$ cat src/rtl/enigma_pkg.sv
// Shared types and defaults for the enigma message scheduler.
// Latency: n/a (declarations only).
// Backpressure: n/a.
//   sched_state_e : scheduler FSM states
//   core_sym_t    : one symbol beat on the core bus at the default width
package enigma_pkg;

  localparam int SYMB_W_DEF = 7;
  localparam int LEN_W_DEF  = 8;

  typedef enum logic [2:0] {
    ST_IDLE,
    ST_ARB,
    ST_ROT_RST,
    ST_STREAM,
    ST_DRAIN,
    ST_DONE
  } sched_state_e;

  typedef struct packed {
    logic                         vld;
    logic signed [SYMB_W_DEF-1:0] sym;
  } core_sym_t;

endpackage

$ cat src/rtl/rr_arbiter.sv
// Round-robin arbiter: picks the first request at or after the pointer.
// Latency: grant is combinational; the pointer moves on the cycle after upd_i.
// Backpressure: none, the caller decides when a grant is taken via upd_i.
//   clk_i, rst_i : clock, async active-low reset
//   req_i        : request vector
//   upd_i        : grant taken, pointer moves to winner+1
//   gnt_o        : one-hot winner, gnt_id_o its index, gnt_vld_o any winner
module rr_arbiter #(
  parameter int N = 2,
  localparam int ID_W = $clog2(N)
) (
  input  logic            clk_i,
  input  logic            rst_i,
  input  logic [N-1:0]    req_i,
  input  logic            upd_i,
  output logic [N-1:0]    gnt_o,
  output logic [ID_W-1:0] gnt_id_o,
  output logic            gnt_vld_o
);

  logic [ID_W-1:0] ptr;
  logic [ID_W-1:0] idx;

  // Scan from the farthest offset back to the pointer so the closest
  // requester at or after the pointer is the last (winning) assignment.
  always_comb begin
    gnt_o     = '0;
    gnt_id_o  = '0;
    gnt_vld_o = 1'b0;
    idx       = '0;
    for (int i = N - 1; i >= 0; i--) begin
      idx = ID_W'((int'(ptr) + i) % N);
      if (req_i[idx]) begin
        gnt_o      = '0;
        gnt_o[idx] = 1'b1;
        gnt_id_o   = idx;
        gnt_vld_o  = 1'b1;
      end
    end
  end

  always_ff @(posedge clk_i or negedge rst_i) begin
    if (!rst_i) begin
      ptr <= '0;
    end else if (upd_i && gnt_vld_o) begin
      ptr <= (gnt_id_o == ID_W'(N - 1)) ? '0 : gnt_id_o + 1'b1;
    end
  end

endmodule

$ cat src/rtl/enigma_msg_sched.sv
// Shares one enigma core between NUM_REQ requesters, one whole message at a time.
// Latency: symbol in -> core 1 cycle; core return -> out_* 1 cycle; grant 2 cycles after req.
// Backpressure: sym_rdy_o only in STREAM; core returns are never stalled, extras dropped.
//   req_i/req_len_i        : message request and length per requester
//   grant_o, done_o        : one-hot owner and completion pulse
//   sym_val_i/sym_i/sym_rdy_o : symbol handshake from the granted requester
//   core_*_o / core_*_i    : enigma_top drive and return buses
//   out_*                  : tagged returned symbols; err_timeout_o drain abort pulse
module enigma_msg_sched
  import enigma_pkg::*;
#(
  parameter int NUM_REQ       = 2,
  parameter int SYMB_W        = SYMB_W_DEF,
  parameter int LEN_W         = LEN_W_DEF,
  parameter int DRAIN_TIMEOUT = 64,
  localparam int ID_W = $clog2(NUM_REQ)
) (
  input  logic                      clk_i,
  input  logic                      rst_i,
  input  logic [NUM_REQ-1:0]        req_i,
  input  logic [NUM_REQ*LEN_W-1:0]  req_len_i,
  output logic [NUM_REQ-1:0]        grant_o,
  input  logic [NUM_REQ-1:0]        sym_val_i,
  input  logic [NUM_REQ*SYMB_W-1:0] sym_i,
  output logic                      sym_rdy_o,
  output logic                      core_rotors_rst_o,
  output logic [LEN_W-1:0]          core_symb_numb_o,
  output logic                      core_symb_val_o,
  output logic [SYMB_W-1:0]         core_symbol_o,
  input  logic                      core_symb_val_i,
  input  logic [SYMB_W-1:0]         core_symbol_i,
  output logic                      out_val_o,
  output logic [SYMB_W-1:0]         out_symbol_o,
  output logic [ID_W-1:0]           out_id_o,
  output logic [NUM_REQ-1:0]        done_o,
  output logic                      err_timeout_o
);

  localparam int IDLE_W = $clog2(DRAIN_TIMEOUT + 1);
  localparam logic [IDLE_W-1:0] IDLE_MAX = IDLE_W'(DRAIN_TIMEOUT);
  localparam logic [LEN_W-1:0]  ONE      = LEN_W'(1);

  sched_state_e      state;
  logic [ID_W-1:0]   id_q;
  logic [LEN_W-1:0]  sent_cnt;
  logic [LEN_W-1:0]  rcv_cnt;
  logic [IDLE_W-1:0] idle_cnt;
  logic              aborted;

  logic [NUM_REQ-1:0] arb_oh;
  logic [ID_W-1:0]    arb_id;
  logic               arb_any;
  logic               xfer;
  logic               ret_ok;
  logic [SYMB_W-1:0]  cur_sym;

  rr_arbiter #(.N(NUM_REQ)) u_arb (
    .clk_i     (clk_i),
    .rst_i     (rst_i),
    .req_i     (req_i),
    .upd_i     (state == ST_ARB),
    .gnt_o     (arb_oh),
    .gnt_id_o  (arb_id),
    .gnt_vld_o (arb_any)
  );

  assign cur_sym = sym_i[id_q*SYMB_W +: SYMB_W];
  assign xfer    = sym_rdy_o & sym_val_i[id_q];
  // Returns are only owned by the current message and only up to its length.
  assign ret_ok  = core_symb_val_i & ((state == ST_STREAM) | (state == ST_DRAIN))
                 & (rcv_cnt != core_symb_numb_o);

  always_ff @(posedge clk_i or negedge rst_i) begin
    if (!rst_i) begin
      state             <= ST_IDLE;
      id_q              <= '0;
      sent_cnt          <= '0;
      rcv_cnt           <= '0;
      idle_cnt          <= '0;
      aborted           <= 1'b0;
      grant_o           <= '0;
      sym_rdy_o         <= 1'b0;
      core_rotors_rst_o <= 1'b0;
      core_symb_numb_o  <= '0;
      core_symb_val_o   <= 1'b0;
      core_symbol_o     <= '0;
      out_val_o         <= 1'b0;
      out_symbol_o      <= '0;
      out_id_o          <= '0;
      done_o            <= '0;
      err_timeout_o     <= 1'b0;
    end else begin
      core_rotors_rst_o <= 1'b0;
      done_o            <= '0;
      err_timeout_o     <= 1'b0;
      core_symb_val_o   <= xfer;
      core_symbol_o     <= xfer ? cur_sym : '0;
      out_val_o         <= ret_ok;
      out_symbol_o      <= ret_ok ? core_symbol_i : '0;
      out_id_o          <= ret_ok ? id_q : '0;
      if (ret_ok) rcv_cnt <= rcv_cnt + ONE;

      case (state)
        ST_IDLE: begin
          if (|req_i) state <= ST_ARB;
        end
        ST_ARB: begin
          if (arb_any) begin
            id_q              <= arb_id;
            core_symb_numb_o  <= req_len_i[arb_id*LEN_W +: LEN_W];
            grant_o           <= arb_oh;
            core_rotors_rst_o <= 1'b1;
            sent_cnt          <= '0;
            rcv_cnt           <= '0;
            idle_cnt          <= '0;
            aborted           <= 1'b0;
            state             <= ST_ROT_RST;
          end else begin
            state <= ST_IDLE;
          end
        end
        ST_ROT_RST: begin
          if (core_symb_numb_o == '0) begin
            state <= ST_DONE;
          end else begin
            sym_rdy_o <= 1'b1;
            state     <= ST_STREAM;
          end
        end
        ST_STREAM: begin
          if (xfer) begin
            sent_cnt <= sent_cnt + ONE;
            if ((sent_cnt + ONE) == core_symb_numb_o) begin
              sym_rdy_o <= 1'b0;
              state     <= ST_DRAIN;
            end
          end
        end
        ST_DRAIN: begin
          if (rcv_cnt == core_symb_numb_o) begin
            state <= ST_DONE;
          end else if (core_symb_val_i) begin
            idle_cnt <= '0;
          end else if (idle_cnt == IDLE_MAX) begin
            err_timeout_o <= 1'b1;
            aborted       <= 1'b1;
            state         <= ST_DONE;
          end else begin
            idle_cnt <= idle_cnt + 1'b1;
          end
        end
        ST_DONE: begin
          // grant_o still holds the owner here, so it doubles as the done mask.
          if (!aborted) done_o <= grant_o;
          grant_o <= '0;
          state   <= ST_IDLE;
        end
        default: state <= ST_IDLE;
      endcase
    end
  end

endmodule

$ cat config.mk
export PLATFORM = sky130hd
export DESIGN_NAME = enigma_msg_sched
export DESIGN_NICKNAME = d
export VERILOG_FILES = /design/src/rtl/enigma_pkg.sv /design/src/rtl/rr_arbiter.sv /design/src/rtl/enigma_msg_sched.sv
export SDC_FILE = /design/constraint.sdc
export NUM_CORES = 1
export LEC_CHECK = 0
export ABC_CLOCK_PERIOD_IN_PS = 2200
export CAP_MARGIN = 0
export CORE_MARGIN = 2
export CORE_UTILIZATION = 50
export DETAILED_ROUTE_END_ITERATION = 8
export PLACE_DENSITY = 0.87
export SYNTH_ARGS = -nofsm -noshare
export SYNTH_HDL_FRONTEND = slang
export SYNTH_SLANG_ARGS = --single-unit
$ cat constraint.sdc
create_clock -name clk_i -period 2.2 [get_ports clk_i]
set_input_delay 0.44 -clock clk_i [delete_from_list [all_inputs] [get_ports clk_i]]
set_output_delay 0.44 -clock clk_i [all_outputs]
set_load 0.02 [all_outputs]
[Word-level counts from Yosys, hierarchy flattened]
Index checks and enable logic that the tools add are counted.
W data, S select, Z words.
Cells by class
  shifts and indexed selects: 2
  equality and inequality tests: 20
  add/subtract/negate cells: 5
  multiply operators: 1
  bitwise operators: 4
  multiplexer cells: 59
  order comparisons: 5
  reduce and logical (&&, ||, !) cells: 17
Operators by type and width (count)
  $mux W7: 6
  $mux W8: 5
  $mux W1: 27
  $mux W3: 7
  $add A8 B1 Y8 const B: 2
  $eq A8 B8 Y1: 2
  $pmux W8 S2: 1
  $shiftx A16 B5 Y8: 1
  $pmux W3 S5: 1
  $pmux W7 S2: 1
  $shiftx A14 B5 Y7: 1
  $mux W2: 6
  $ne A2 B2 Y1 const B: 6
  $reduce_and A5 Y1: 2
  $logic_not A8 Y1: 1
  $ne A8 B8 Y1: 1
  $reduce_and A4 Y1: 2
  $reduce_bool A2 Y1: 4
  $add A7 B1 Y7 const B: 1
  $eq A7 B7 Y1 const B: 1
  $eq A3 B2 Y1 const B: 2
  $eq A3 B3 Y1 const B: 2
  $lt A1 B2 Y1 const B: 3
  $mul A1 B3 Y4 const B: 1
  17 further kinds: 27
Storage, ports and cells
  bits in registers: 61
  output and inout port bits: 32
  word-level logic and storage cells: 131

[Logic depth before layout (Yosys ltp)]
Gate-level depths: netlist of run 1.
  depth in word-level cells: 9
  gate-level depth with buffers: 7
  depth with buffers taken out: 6

[Hierarchy]
Synthesis of run 1 repeated with hierarchy kept, for this count alone.
Unflattened totals
  cells, all modules: 318
  area, all modules: 3143.0 um^2
Modules (own cells, without submodules)
  enigma_msg_sched: cells an instance 310, area each 3074.2 um^2, instances 1
  rr_arbiter: cells an instance 8, area each 68.8 um^2, instances 1

[Worst setup path before layout of run 1]
No wires, ideal clock.
  path kind: reg-to-reg
  start: register sent_cnt[0]
  end: register state[2]
  path slack: 0.292 ns
  arrival time: 1.844 ns
  buffers on the path: 0
  setup time: 0.064 ns
  stages on the path, launching flop included: 6
  clock period less this slack: 1.908 ns
  data required time: 2.136 ns
  cell sequence: dfrtp_1 -> ha_1 -> xor2_1 -> or4_4 -> o41ai_2 -> a21o_1
On the way
  word-level cells in the longest chain between the ends: 4
Ends and longest elaborated chain
  start, declared: RTL line enigma_msg_sched.sv:45  | logic [LEN_W-1:0] sent_cnt;
  start signal, assigned: RTL line enigma_msg_sched.sv:132  | sent_cnt <= sent_cnt + ONE;
  $add A8 B1 Y8: RTL line enigma_msg_sched.sv:133  | if ((sent_cnt + ONE) == core_symb_numb_o) begin
  $eq A8 B8 Y1: RTL line enigma_msg_sched.sv:133
  $ne A2 B1 Y1 (no source line)
  $reduce_and A5 Y1 (no source line)
  end signal, assigned: RTL line enigma_msg_sched.sv:135  | state <= ST_DRAIN;
  end signal, assigned: RTL line enigma_msg_sched.sv:141  | state <= ST_DONE;
  end signal, assigned: RTL line enigma_msg_sched.sv:147  | state <= ST_DONE;
  end, declared: RTL line enigma_msg_sched.sv:43  | sched_state_e state;
No other way between the ends.
A chain may end at the register's enable or synchronous reset.

[Worst setup path after layout of run 1]
  start: register sent_cnt[0]
  end: register state[0]
Same word-level chain as after synthesis.

==> out/results.ini, run 1 <==
[finish]
final_nets=433
drive_above_1_share_pct=12.31
fin_area_um2=4230
n_antenna_cell=0
area_growth_pct=36.17
fill_cells=436

[route]
first_pass_iters=5
final_antenna_net_count=0
wirelength_mm=7.046
wl_per_cell_um=15.15
drt_iter0_markers=253
viasPerCell=5.671
drc=0
vias=2637

[pwr]
power.density_nw_per_um2=1150
seqPwrFrac_pct=34.3
sw_frac_of_total_pct=38.05
clockPowerShare_pct=21.9
power.internal_mw=3.014
leakage_nw=1.925
peakVddDrop_v=0.0007650
power.switching_mw=1.851
combPwrFrac_pct=43.9

[timing]
period_minus_slack_ns=2.014
fmax_mhz=496.5
setup-violations-final=0
setup_tns_ns=0
rsz0062_at_grt=false
slew_viol_final=0
hold_violations=0
fin_crit_sh_pct=91.55
fin_skew_ns=0.007077
slew_headroom_pct=65.38
tightestPinTransition_ns=0.5155

[die]
coreArea_um2=5956
io_pins=76
start_util_pct=52.16
row_count=28
dieArea_um2=6860
dieHeight_um=82.83
die_w_um=82.83

[yosys]
ys_top_cells_by_area=dfrtp_1 (49%), mux2i_1 (3.9%), xor2_1 (3.4%), nor2_1 (2.7%), a222oi_1 (2.6%)
yosysMostFrequentCell=dfrtp_1
ys_ff_latch=61
synth_nets=343
syn_avg_cell_area_um2=10.53
synthTopCellsByCount=dfrtp_1 (61), nor2_1 (22), inv_1 (16), nand3_1 (16)
yosys_warnings=0
ys_async_sr_fraction_pct=100.0
synth_flop_cell=dfrtp_1
syn_inst=295
yosysTopAreaCell=dfrtp_1
synth_area_um2=3107
synth_edf_count=0
seq_area_frac_synth_pct=49.13
synthDistinctLibCells=54
netlist.area_leader.share_pct=49.13

[placed_design]
portBuffers=75
place.gp.congestion=0.8659
placed_area_um2=4016
post-dp-hpwl_mm=5.106

[clocking]
cts-root-buf=clkbuf_8
htreeDepth=3
path_clk_slew_ns=0.07
clk_latency_ns=0.34
cts_tree=yes
cts_hold_buf=0
cts_resized=0
cts_sinks=61
numCtsBuffers=9
post-cts-setup-buffer-count=0
cts_buffer_depth=2

[worst_setup_path]
r2r_setup_slack_ns=0.19
startpoint_type=flop
r2r_cells=5
cp.arrival_ns=2.22
reg2reg_from=sent_cnt[0]
critPathKind=flop to flop
r2r-end=state[0]
required_ns=2.41
cp-end-kind=flop
path_max_fanout=6

[global_routing]
gr-total-overflow=0
grt_pass1_vias=2569
grt_pass1_wl_mm=11.69
grt_use_total_pct=21.01
grt_antenna_before_repair=0
grt_max_degree=62

[flow_run]
maxCapViolations=0

[min_path]
hold_path_class=input port to async pin

[status]
status=complete, no violations

[cell families (layout without fill, tap and decap cells)]
| logic type | count (synthesis) | after routing | synth area share (%) |
|---|---|---|---|
| flip-flops | 61 | 61 | 49.13 |
| AO/OA/AOI/OAI | 65 | 65 | 15.51 |
| buffers and inverters | 29 | 124 | 4.068 |
| XOR/XNOR | 23 | 23 | 7.169 |
| multiplexers | 13 | 13 | 4.229 |
| AND/OR/NAND/NOR | 100 | 100 | 18.28 |
| adder cells (fa/ha/maj) | 4 | 4 | 1.611 |
[worst max path at each step]
stage / slack [ns] / endpoint / from / cells after the start
global route: 0.09 / state[0] / sent_cnt[0] / 5
CTS: 0.18 / state[0] / sent_cnt[0] / 5
finish: 0.19 / state[0] / sent_cnt[0] / 5
floorplan: 0.29 / state[2] / sent_cnt[0] / 5
detailed placement: 0.01 / core_symb_numb_o[3] / req_i[0] / 6
global placement: 0.07 / core_symb_numb_o[0] / req_i[0] / 6
[layout make-up]
type	count	area (um2)	share of cell area (%)
Clock buffer	9	123.9	2.928
Tap cell	75	93.84	2.218
Timing Repair Buffer	91	878.3	20.76
Multi-Input combinational cell	205	1454	34.37
Sequential cell	61	1526	36.08
Inverter	17	63.81	1.508
Clock inverter	7	90.09	2.130
[metrics by stage]
| step | hold slack [ns] | std cells | setup WS [ns] | power, mW | util (%) |
|---|---|---|---|---|---|
| final | 0.08740 | 465 | 0.1860 | 4.866 | 71.03 |
| after detailed placement | 0.4693 | 449 | 0.01253 | 3.809 | 67.44 |
| after CTS | 0.1011 | 465 | 0.1768 | 4.904 | 71.03 |
| after floorplan | 0.1444 | 295 | 0.2923 | 2.965 | - |
| after global placement | 0.4666 | 449 | 0.06904 | 3.729 | 67.44 |
| after global routing | 0.1079 | 465 | 0.09284 | 5.144 | 71.03 |
[per-layer routing]
layer  vias up  GRT usage [%]  wire, um  part of all wire (%)
met4         0          9.836       138                   2.0
met3        13          4.970       488                   6.9
met2       118          34.82      3491                    50
met5         -              0         0                     0
met1      1257          25.99      2927                    42
li1       1249              -         -                     -
[power groups by stage]
stage               combinational, mW  clock, mW  sequential (mW)
detailed placement               2.13          0             1.68
floorplan                        1.16          0             1.80
global placement                 2.06          0             1.67
global route                     2.32       1.12             1.70
CTS                              2.14       1.09             1.67
finish                           2.13       1.06             1.67
[layout by cell type (no fill, tap or decap), types with 7 or more instances in the layout]
master,n
buf_4,15
inv_1,16
clkbuf_8,9
and2_1,9
nor2_1,22
nand2_1,14
xnor2_1,9
nand3_1,16
mux2i_1,12
o21ai_0,14
nand4_1,7
a222oi_1,8
dfrtp_1,61
a21oi_1,7
clkdlybuf4s50_1,74
xor2_1,12
[flip-flops by register name (all words and copies together), names as in the netlist]
register and count:
core_symb_numb_o 8, rcv_cnt 8, sent_cnt 8, core_symbol_o 7, idle_cnt 7, out_symbol_o 7, state 3, done_o 2
grant_o 2, aborted 1, core_rotors_rst_o 1, core_symb_val_o 1, err_timeout_o 1, id_q 1, out_id_o 1, out_val_o 1
sym_rdy_o 1, u_arb.ptr 1
[worst max-delay path, stage by stage, from the launching register on]
cell      delay [ns]
dfrtp_1         0.44
ha_1            0.35
xor2_1          0.17
or4_4           0.55
nor3_2          0.26
a221oi_1        0.12
Note: power is estimated with default switching activity, not from simulation.
==> run 2: changes to the inputs <==
GPL_TIMING_DRIVEN = 1   (was unset)
TNS_END_PERCENT = 30   (was unset)
==> results of run 2 <==
Final layout, timing and power as in run 1 (identical DEF).
